$ cat src/rtl/addsub_pkg.sv
// Shared constants and FSM encoding for the nibble-serial add/sub arbiter.
package addsub_pkg;
  localparam int NIB      = 4;
  localparam int REQ_ID_W = 1;

  typedef enum logic [1:0] {
    IDLE = 2'd0,
    RUN  = 2'd1,
    DONE = 2'd2
  } state_t;
endpackage

$ cat src/rtl/nibble_add4.sv
// 4-bit ripple-carry adder slice; operand inversion for subtract is done by the caller.
module nibble_add4
  import addsub_pkg::*;
(
  input  logic [NIB-1:0] a,
  input  logic [NIB-1:0] b,
  input  logic           cin,
  output logic [NIB-1:0] s,
  output logic           cout
);
  logic [NIB:0] c;

  always_comb begin
    c    = '0;
    s    = '0;
    c[0] = cin;
    for (int i = 0; i < NIB; i++) begin
      s[i]   = a[i] ^ b[i] ^ c[i];
      c[i+1] = (a[i] & b[i]) | (c[i] & (a[i] ^ b[i]));
    end
  end

  assign cout = c[NIB];
endmodule

$ cat src/rtl/addsub_seq_arbiter.sv
// Two-requester round-robin front end for a shared nibble-serial add/sub datapath.
module addsub_seq_arbiter
  import addsub_pkg::*;
#(
  parameter int WORDS = 4
) (
  input  logic                 clk,
  input  logic                 rst_n,
  input  logic                 req0_valid,
  output logic                 req0_ready,
  input  logic [NIB*WORDS-1:0] req0_a,
  input  logic [NIB*WORDS-1:0] req0_b,
  input  logic                 req0_sub,
  input  logic                 req1_valid,
  output logic                 req1_ready,
  input  logic [NIB*WORDS-1:0] req1_a,
  input  logic [NIB*WORDS-1:0] req1_b,
  input  logic                 req1_sub,
  output logic                 rsp_valid,
  input  logic                 rsp_ready,
  output logic [REQ_ID_W-1:0]  rsp_id,
  output logic [NIB*WORDS-1:0] rsp_result,
  output logic                 rsp_cout,
  output logic                 rsp_ovf,
  output logic                 busy
);
  localparam int W     = NIB * WORDS;
  localparam int IDX_W = (WORDS > 1) ? $clog2(WORDS) : 1;

  state_t             state, state_nxt;
  logic               last;
  logic               grant;
  logic               accept;
  logic [IDX_W-1:0]   idx;
  logic               last_nib;
  logic [W-1:0]       a_q, b_q, s_q, s_nxt;
  logic               sub_q, carry_q;
  logic [REQ_ID_W-1:0] id_q;
  logic [NIB-1:0]     b_nib, nib_sum;
  logic               nib_cout;

  // Tie goes to the requester that was not served last.
  assign grant    = (req0_valid & req1_valid) ? ~last : req1_valid;
  assign last_nib = (idx == IDX_W'(WORDS - 1));
  assign busy     = (state != IDLE);

  always_ff @(posedge clk or negedge rst_n) begin
    if (!rst_n) state <= IDLE;
    else        state <= state_nxt;
  end

  always_comb begin
    state_nxt  = state;
    req0_ready = 1'b0;
    req1_ready = 1'b0;
    accept     = 1'b0;
    case (state)
      IDLE: if (rst_n && (req0_valid || req1_valid)) begin
        accept     = 1'b1;
        req0_ready = ~grant;
        req1_ready = grant;
        state_nxt  = RUN;
      end
      RUN:     if (last_nib) state_nxt = DONE;
      DONE:    if (rsp_ready) state_nxt = IDLE;
      default: state_nxt = IDLE;
    endcase
  end

  // Inverting B per nibble with carry-in = sub gives A + ~B + 1 across the whole word.
  assign b_nib = b_q[NIB-1:0] ^ {NIB{sub_q}};

  nibble_add4 u_add (
    .a    (a_q[NIB-1:0]),
    .b    (b_nib),
    .cin  (carry_q),
    .s    (nib_sum),
    .cout (nib_cout)
  );

  // Sum nibbles enter at the top and shift down, so the word is aligned after the last one.
  if (WORDS > 1) begin : g_multi
    assign s_nxt = {nib_sum, s_q[W-1:NIB]};
  end else begin : g_single
    assign s_nxt = nib_sum;
  end

  always_ff @(posedge clk) begin
    if (accept) begin
      a_q     <= grant ? req1_a : req0_a;
      b_q     <= grant ? req1_b : req0_b;
      sub_q   <= grant ? req1_sub : req0_sub;
      carry_q <= grant ? req1_sub : req0_sub;
      id_q    <= REQ_ID_W'(grant);
    end else if (state == RUN) begin
      a_q     <= a_q >> NIB;
      b_q     <= b_q >> NIB;
      carry_q <= nib_cout;
      s_q     <= s_nxt;
    end
  end

  always_ff @(posedge clk or negedge rst_n) begin
    if (!rst_n) begin
      idx        <= '0;
      last       <= 1'b1;
      rsp_valid  <= 1'b0;
      rsp_result <= '0;
      rsp_cout   <= 1'b0;
      rsp_ovf    <= 1'b0;
      rsp_id     <= '0;
    end else begin
      if (accept)              idx <= '0;
      else if (state == RUN)   idx <= idx + 1'b1;
      if (state == RUN && last_nib) begin
        rsp_valid  <= 1'b1;
        rsp_result <= s_nxt;
        rsp_cout   <= nib_cout;
        rsp_ovf    <= (a_q[NIB-1] == b_nib[NIB-1]) & (nib_sum[NIB-1] != a_q[NIB-1]);
        rsp_id     <= id_q;
      end else if (state == DONE && rsp_ready) begin
        rsp_valid  <= 1'b0;
        last       <= rsp_id[0];
      end
    end
  end
endmodule

$ cat config.mk
export PLATFORM = sky130hd
export DESIGN_NAME = addsub_seq_arbiter
export DESIGN_NICKNAME = d
export VERILOG_FILES = /design/src/rtl/addsub_pkg.sv /design/src/rtl/nibble_add4.sv /design/src/rtl/addsub_seq_arbiter.sv
export SDC_FILE = /design/constraint.sdc
export NUM_CORES = 1
export LEC_CHECK = 0
export ABC_AREA = 1
export CAP_MARGIN = 20
export CORE_ASPECT_RATIO = 0.6
export CORE_MARGIN = 1.5
export CORE_UTILIZATION = 40
export CTS_CLUSTER_DIAMETER = 30
export DETAILED_ROUTE_END_ITERATION = 7
export PLACE_DENSITY = 0.74
export SETUP_SLACK_MARGIN = 0.5
export SYNTH_ARGS = -nofsm -noshare
export SYNTH_HDL_FRONTEND = slang
export SYNTH_HIERARCHICAL = 1
export SYNTH_SLANG_ARGS = --single-unit
export TNS_END_PERCENT = 30
$ cat constraint.sdc
create_clock -name clk -period 3.7 [get_ports clk]
set_clock_uncertainty 0.05 [all_clocks]
set_input_delay 0.74 -clock clk [delete_from_list [all_inputs] [get_ports clk]]
set_output_delay 0.74 -clock clk [all_outputs]
set_load 0.02 [all_outputs]
Word-level counts from Yosys, hierarchy flattened
Index checks and enable logic that the tools add are counted.

operators by class
  add/sub/neg operators = 1
  bitwise logic cells = 27
  multiplexer cells = 24
  reductions and logical operators = 11
  eq/ne operators = 8

operator list
  cell                 number
  $mux 16              6
  $mux 1               12
  $and 1x1->1          10
  $mux 2               5
  $xor 1x1->1          8
  $ne 2x2->1 const B   3
  $pmux 2 s3           1
  $reduce_bool 2->1    3
  $eq 2x2->1 const B   2
  $not 1->1            4
  $or 1x1->1           4
  $reduce_and 2->1     2
  $xor 4x4->4          1
  $logic_and 1x1->1    3
  $reduce_and 3->1     1
  $add 2x1->2 const B  1
  $eq 2x1->1 const B   1
  $logic_not 2->1      1
  $eq 1x1->1           1
  $logic_or 1x1->1     1
  $ne 1x1->1           1

word-level totals
  output and inout bits = 23
  input port bits = 71
  flip-flop bits (word level) = 76
  logic and storage cells = 85

Longest topological paths before layout
Gate-level depths: netlist of run 1.

  depth in word-level cells = 12
  gate-level depth with buffers = 15
  depth with buffers taken out = 14

Hierarchy
The synthesis of run 1 kept the hierarchy.

modules (own cells, without submodules)
  module              times used  cells each  seq. area each (um^2)  area each (um^2)
  addsub_seq_arbiter  1           371         2038.2                 3333.2
  nibble_add4         1           14          0.0                    117.6

Least setup slack after synthesis of run 1
Ideal clock, no wire load.

  path kind = register to register
  from = register sub_q
  to = register rsp_ovf
  buffers on the path = 1
  setup time = 0.117 ns
  cell stages (with the launch flop) = 16
  clock period less this slack = 2.658 ns
  path slack = 1.042 ns
  arrival = 2.491 ns
  required time = 3.533 ns
  cells stage by stage = edfxtp_1 > clkbuf_1 > xor2_1 > fa_1 > inv_1 > fa_1 > inv_1 > fa_1 > inv_1 > fa_1 > inv_1 > inv_1 > nand2_1 > nand3_1 > nand3_1 > nand2_1

on the way
  cells in the longest elaborated chain, start to end = 11
  elaborated cells between the ends (all ways) = 18
  classes of those cells = eq/ne (2); bitwise (16)

RTL lines
  element                 RTL line                   text
  from (decl)             addsub_seq_arbiter.sv:37   logic sub_q, carry_q;
  from (signal assigned)  addsub_seq_arbiter.sv:92   sub_q <= grant ? req1_sub : req0_sub;
  $xor 4x4->4 (*)         addsub_seq_arbiter.sv:71   assign b_nib = b_q[NIB-1:0] ^ {NIB{sub_q}};
  named net b_nib[0]      addsub_seq_arbiter.sv:39   logic [NIB-1:0] b_nib, nib_sum;
  $xor 1x1->1             nibble_add4.sv:19          c[i+1] = (a[i] & b[i]) | (c[i] & (a[i] ^ b[i]));
  $and 1x1->1             nibble_add4.sv:19
  $or 1x1->1 (*)          nibble_add4.sv:19
  $and 1x1->1 (*)         nibble_add4.sv:19
  $or 1x1->1 (*)          nibble_add4.sv:19
  $and 1x1->1 (*)         nibble_add4.sv:19
  $or 1x1->1 (*)          nibble_add4.sv:19
  $xor 1x1->1 (*)         nibble_add4.sv:18          s[i] = a[i] ^ b[i] ^ c[i];
  named net nib_sum[3]    addsub_seq_arbiter.sv:39
  $ne 1x1->1 (*)          addsub_seq_arbiter.sv:119  rsp_ovf <= (a_q[NIB-1] == b_nib[NIB-1]) & (nib_sum[NIB-1] != a_q[NIB-1]);
  $and 1x1->1 (*)         addsub_seq_arbiter.sv:119
  to (signal assigned)    addsub_seq_arbiter.sv:119
  to (decl)               addsub_seq_arbiter.sv:24   output logic rsp_ovf,

The timed path passes the listed nets; every way through them passes the cells marked *.
A chain may end at the register's enable or synchronous reset.

Final worst setup path of run 1
  from = input port req1_valid
  to = output port req1_ready

on the way
  cells in the longest elaborated chain, start to end = 4
  elaborated cells between the ends (all ways) = 6
  classes of those cells = mux (3); bitwise (1); reduce/logical (2)

RTL lines
  element                                          RTL line                                            text
  from (decl)                                      addsub_seq_arbiter.sv:14                            input logic req1_valid,
  $and 1x1->1 or $logic_or 1x1->1 (tied branches)  addsub_seq_arbiter.sv:43, addsub_seq_arbiter.sv:58
  $mux 1 or $logic_and 1x1->1 (tied branches)      addsub_seq_arbiter.sv:43, addsub_seq_arbiter.sv:58
  $mux 1 (*)                                       addsub_seq_arbiter.sv:58                            IDLE: if (rst_n && (req0_valid || req1_valid)) begin
  $mux 1 (*)                                       addsub_seq_arbiter.sv:57                            case (state)
  to (decl)                                        addsub_seq_arbiter.sv:15                            output logic req1_ready,

Every way passes the cells marked *; elsewhere a longest branch is shown, timed or not.

==> qor.txt, run 1 <==
status: finished clean
Syn Nets: 461
Area Overhead vs Synth: 38.3%
Post-Layout Cell Count: 595
synthesized flop and latch total: 72
area share of the largest cell type after synthesis: 0.409
Setup Crit Path Kind: input pin to primary output
fillcell total: 748
drc violations: 0
most frequent cell after synthesis: nand2_1
hold_sp: s_q[5]
Die Wd: 123 um
Post-synth top cells: 209 x nand2_1, 47 x edfxtp_1, 30 x nand3_1
unrepaired setup endpoints after global routing: no
Gate Count Post-Synth: 385
Slew headroom: 0.556
GRT Util Overall: 0.188
Final Hold Fails: 0
antenna violations before repair: 0
Main synth FF type: edfxtp_1
placed instance area: 0.00446 sq mm
port bufs: 93
TritonCTS Sinks: 72
pins over their slew limit: 0
Async SR Flop Fraction: 0.347
CTS root buf: clkbuf_16
global placer's final weighted congestion: 0.873
sequential fraction of the synthesis area: 0.591
EDFF count, synth: 47
Initial Util: 0.410
Critical Path, Cell by Cell: clkdlybuf4s50_1 > inv_2 > nand2_1 > nand3_2 > nor2_1 > clkdlybuf4s50_1
first-pass GRT wire length: 12900 um
Setup violations, final: 0
worst vdd rail ir drop: 0.000327 V
layout cells sized above 1: 0.0828
post-synthesis cell area: 0.00345 sq mm
Most common cell on crit path: clkdlybuf4s50_1
CTS buffer count: 9
Synth cell types: 26
critical path data arrival time: 2.23 ns
clk buf depth: 2
Setup Fix Bufs, Post-CTS: 0
Hold Buf Count CTS: 0
Critical-path top delay cell: clkdlybuf4s50_1
TritonCTS clock tree: done
crit-path max cell delay: 0.62 ns
Die Area: 0.00921 sq mm
initial DRC count: 178
Final Util: 0.566
Die Y: 74.9 um
Setup crit start kind: input pin
count of warnings emitted by yosys: 6
Detailed Place HPWL: 5760 um
dpl cells: 579
CP max FO: 3
top post-synthesis cells by area: edfxtp_1 41%, nand2_1 23%, dfrtp_1 17%
vias in the first global route: 2757
reg2reg start: sub_q
antenna cell count: 0
slew at the pin with the worst max-slew slack: 0.666 ns
largest net degree at the start of global routing: 39
maxcap violations: 0
# IOs: 94
clock slew at reported path FFs: 0.06 ns
final WL: 7810 um
vias: 2816
Synth area leader: edfxtp_1
nets: 554
leakage: 2.22 nW
DRT antenna net count: 0
delay-heaviest family, CP: buffers and inverters
routed len/inst: 13.1 um
crit end category: primary output
Hold WC Path Type: flip-flop to flip-flop
Fin Setup TNS: 0 ns
fmax: 0.331 GHz
DRT Pass-1 Iters: 4
Power Total: 3.89 mW
Worst Path Buf+Inv: 3
synthesized area per cell: 8.96 sq um
Post-CTS Resized: 0
clk_lat worst skew: 0.33 ns
H-tree depth: 3
Period minus WS final: 3.02 ns
final instance area: 0.00477 sq mm
DR vias/cell: 4.73
crit path from: req1_valid
fin crit share: 0.818
power density cells: 815 mW/mm^2
CP Data Required Time: 2.91 ns
Core ar.: 0.00843 sq mm
Rows: 26
total gr overflow: 0
==> final timing paths <==
check                                     end  slack (ns)  cells after the start
worst max-delay path               req1_ready        0.68                      6
worst min-delay path            rsp_result[1]        0.40                      2
worst max register to register        rsp_ovf        0.88                     14
worst min register to register  rsp_result[1]        0.40                      2
max in group asynchronous                last        2.39                      2
min in group asynchronous       rsp_result[8]        0.92                      2
==> cell families after synthesis <==
| kind of cell | share of synthesized area |
|---|---|
| compound gates | 0.0261 |
| xor+xnor | 0.00762 |
| fa+ha+maj | 0.0268 |
| buf+inv | 0.0616 |
| flops | 0.591 |
| simple gates | 0.287 |
==> worst register-to-register path: stages, from the launching register on <==
cell and delay (ns):
edfxtp_1 0.49, xor2_1 0.22, fa_1 0.39, inv_1 0.08, fa_1 0.16, inv_1 0.05
fa_1 0.35, inv_1 0.08, fa_1 0.41, inv_1 0.10, inv_1 0.06, nand2_1 0.06
nand3_1 0.08, nand3_1 0.09, nand2_1 0.05
==> stage by stage <==
step / setup slack, ns / hold WS, ns
6_report: 0.675 / 0.401
5_1_grt: 0.612 / 0.412
4_1_cts: 0.506 / 0.400
3_5_place_dp: 0.521 / 0.387
3_3_place_gp: 0.563 / 0.380
2_1_floorplan: 1.04 / 0.376
==> layer usage <==
layer,GRT usage,wire length [um],vias to the layer above
met5,0,0,-
met4,0.0388,55,0
met3,0.0879,739,6
met2,0.298,3600,108
met1,0.241,3420,1298
li1,-,-,1404
==> cell type report <==
cell class | count | area (sq um) | share of cell area
clock buffer | 11 | 253 | 0.0530
multi-input combinational | 270 | 1200 | 0.252
timing repair buffer | 101 | 993 | 0.208
inverter | 24 | 93.8 | 0.0197
tap | 112 | 140 | 0.0294
clock inverter | 5 | 52.6 | 0.0110
sequential | 72 | 2040 | 0.427
==> state kept, by name, indices dropped and copies added, names as in the netlist <==
signal      cells
a_q            16
b_q            16
rsp_result     16
s_q            12
idx             2
state           2
carry_q         1
id_q            1
last            1
rsp_cout        1
rsp_id          1
rsp_ovf         1
rsp_valid       1
sub_q           1
==> placed cells by master, fill, tap and decap left out, drive strengths merged, types with 2 or more instances in the layout <==
master,n
nor2,5
dfrtp,24
nand3,31
o21ai,4
buf,8
clkdlybuf4s50,92
fa,4
xor2,3
edfxtp,47
a21oi,8
inv,25
clkbuf,11
clkinv,2
nand2,212
==> where the power goes <==
part | leakage, nW | total [mW] | switching (mW) | internal, mW
Clock | 0.156 | 0.872 | 0.315 | 0.556
Combinational | 1.28 | 1.42 | 0.869 | 0.554
Sequential | 0.784 | 1.59 | 0.168 | 1.42
Total | 2.22 | 3.89 | 1.35 | 2.53
(Power assumes the default switching activity.)
==> run 2: changes to the inputs <==
- clock period: 3.7 -> 2.94 ns (I/O delays scaled with it)
==> qor.txt, run 2 (synthesized netlist as in run 1, its figures left out) <==
status: finished clean
TritonCTS Sinks: 72
pins over their slew limit: 0
antenna cell count: 0
fin crit share: 0.886
Power Total: 4.93 mW
maxcap violations: 0
Die Y: 74.9 um
leakage: 2.21 nW
Hold Buf Count CTS: 0
Die Area: 0.00921 sq mm
Setup Crit Path Kind: flip-flop to flip-flop
Rows: 26
H-tree depth: 3
CP max FO: 3
vias: 2729
GRT met1 Usage: 0.229
unrepaired setup endpoints after global routing: yes
Final Hold Fails: 0
fillcell total: 768
hold_sp: s_q[6]
clock slew at reported path FFs: 0.05 ns
routed len/inst: 12.5 um
Period minus WS final: 2.60 ns
power density cells: 1030 mW/mm^2
DR vias/cell: 4.57
total gr overflow: 0
Switch Pwr: 1.70 mW
CTS buffer count: 9
GRT Util Overall: 0.178
Core ar.: 0.00843 sq mm
most frequent cells in the layout: 209 x nand2_1, 91 x clkdlybuf4s50_1, 47 x edfxtp_1, 30 x nand3_1, 24 x dfrtp_1
Top Registers: a_q x16, b_q x16, rsp_result x16
Fin Setup TNS: 0 ns
slew at the pin with the worst max-slew slack: 0.634 ns
met2 Use GR: 0.287
nets: 556
largest net degree at the start of global routing: 39
met3 Usage GRT: 0.0636
Hold WC Path Type: flip-flop to flip-flop
clock power share: 0.227
Detailed Place HPWL: 5530 um
Net Sw Frac: 0.344
final WL: 7490 um
GR peak layer: met2
sequential power share: 0.406
first-pass GRT wire length: 12200 um
crit end category: flip-flop
layout cells sized above 1: 0.0969
most common cell after layout, fill and taps aside: nand2_1
global placer's final weighted congestion: 0.851
DRT Pass-1 Iters: 5
reg2reg start: b_q[0]
antenna violations before repair: 0
Setup crit start kind: flip-flop
worst vdd rail ir drop: 0.000550 V
combinational power share: 0.366
clk buf depth: 2
internal power: 3.24 mW
TritonCTS clock tree: done
clk_lat worst skew: 0.33 ns
Initial Util: 0.410
Area Overhead vs Synth: 39.2%
crit path from: b_q[0]
CTS root buf: clkbuf_16
# IOs: 94
DRT antenna net count: 0
port bufs: 93
fmax: 0.384 GHz
initial DRC count: 175
CP Data Required Time: 3.11 ns
Die Wd: 123 um
critical path data arrival time: 2.77 ns
Slew headroom: 0.577
drc violations: 0
Setup violations, final: 0
vias in the first global route: 2647
## run 2: through the flow
stage / setup slack, ns / instances / instance area, sq um / utilization / hold WS, ns
2_1_floorplan: 0.370 / 385 / 3480 / - / 0.242
3_3_place_gp: 0.236 / 580 / 4480 / 0.532 / 0.380
3_5_place_dp: 0.177 / 580 / 4480 / 0.532 / 0.385
4_1_cts: 0.271 / 597 / 4800 / 0.570 / 0.397
5_1_grt: 0.226 / 597 / 4800 / 0.570 / 0.415
6_report: 0.335 / 597 / 4800 / 0.570 / 0.394
## run 2: power by group through the flow
stage | combinational, mW | clock (mW) | sequential, mW
detailed placement | 1.80 | 0 | 2.03
CTS | 1.82 | 1.15 | 2.01
global placement | 1.74 | 0 | 2.01
global route | 2.03 | 1.19 | 2.06
floorplan | 1.03 | 0 | 2.12
finish | 1.81 | 1.12 | 2.01
## run 2: critical path, cell delays in order (launching register included)
cell      delay, ns
edfxtp_1       0.42
xor2_2         0.20
fa_2           0.34
inv_2          0.06
fa_2           0.18
inv_1          0.05
fa_2           0.33
inv_2          0.06
fa_1           0.42
inv_2          0.08
inv_1          0.05
nand2_1        0.06
nand3_1        0.08
nand3_1        0.08
nand2_1        0.06
## run 2: final cells by class
class / count / area [sq um] / area share
Clock buffer: 12 / 268 / 0.0557
Clock inverter: 4 / 48.8 / 0.0102
Sequential cell: 72 / 2040 / 0.424
Inverter: 24 / 90.1 / 0.0188
Timing Repair Buffer: 103 / 1000 / 0.209
Multi-Input combinational cell: 270 / 1210 / 0.253
Tap cell: 112 / 140 / 0.0292
## run 2: metal layers
layer	part of all wire	routed length, um	vias up
li1	-	-	1401
met1	0.47	3510	1232
met2	0.45	3360	85
met3	0.072	540	11
met4	0.0096	72	0
met5	0	0	-
## run 2: worst paths after layout
check / to / slack (ns) / cells past startpoint
min: rsp_result[2] / 0.39 / 2
min reg2reg: rsp_result[2] / 0.39 / 2
max in group asynchronous: last / 1.75 / 2
max reg2reg: rsp_ovf / 0.34 / 14
max: rsp_ovf / 0.34 / 14
min in group asynchronous: rsp_result[8] / 0.79 / 2
## run 2: repair_timing
| item | in CTS | in global routing |
|---|---|---|
| gates cloned | 0 | 0 |
| pin swaps | 0 | 3 |
| resized for setup | 2 | 1 |
| endpoints found under the setup margin | 5 | 5 |
| buffers inserted | 1 | 0 |
==> run 3: changes to the inputs <==
- GPL_ROUTABILITY_DRIVEN: not set -> 0
==> results of run 3 <==
Same layout as run 2: the final DEF is identical, and so are final timing and power.
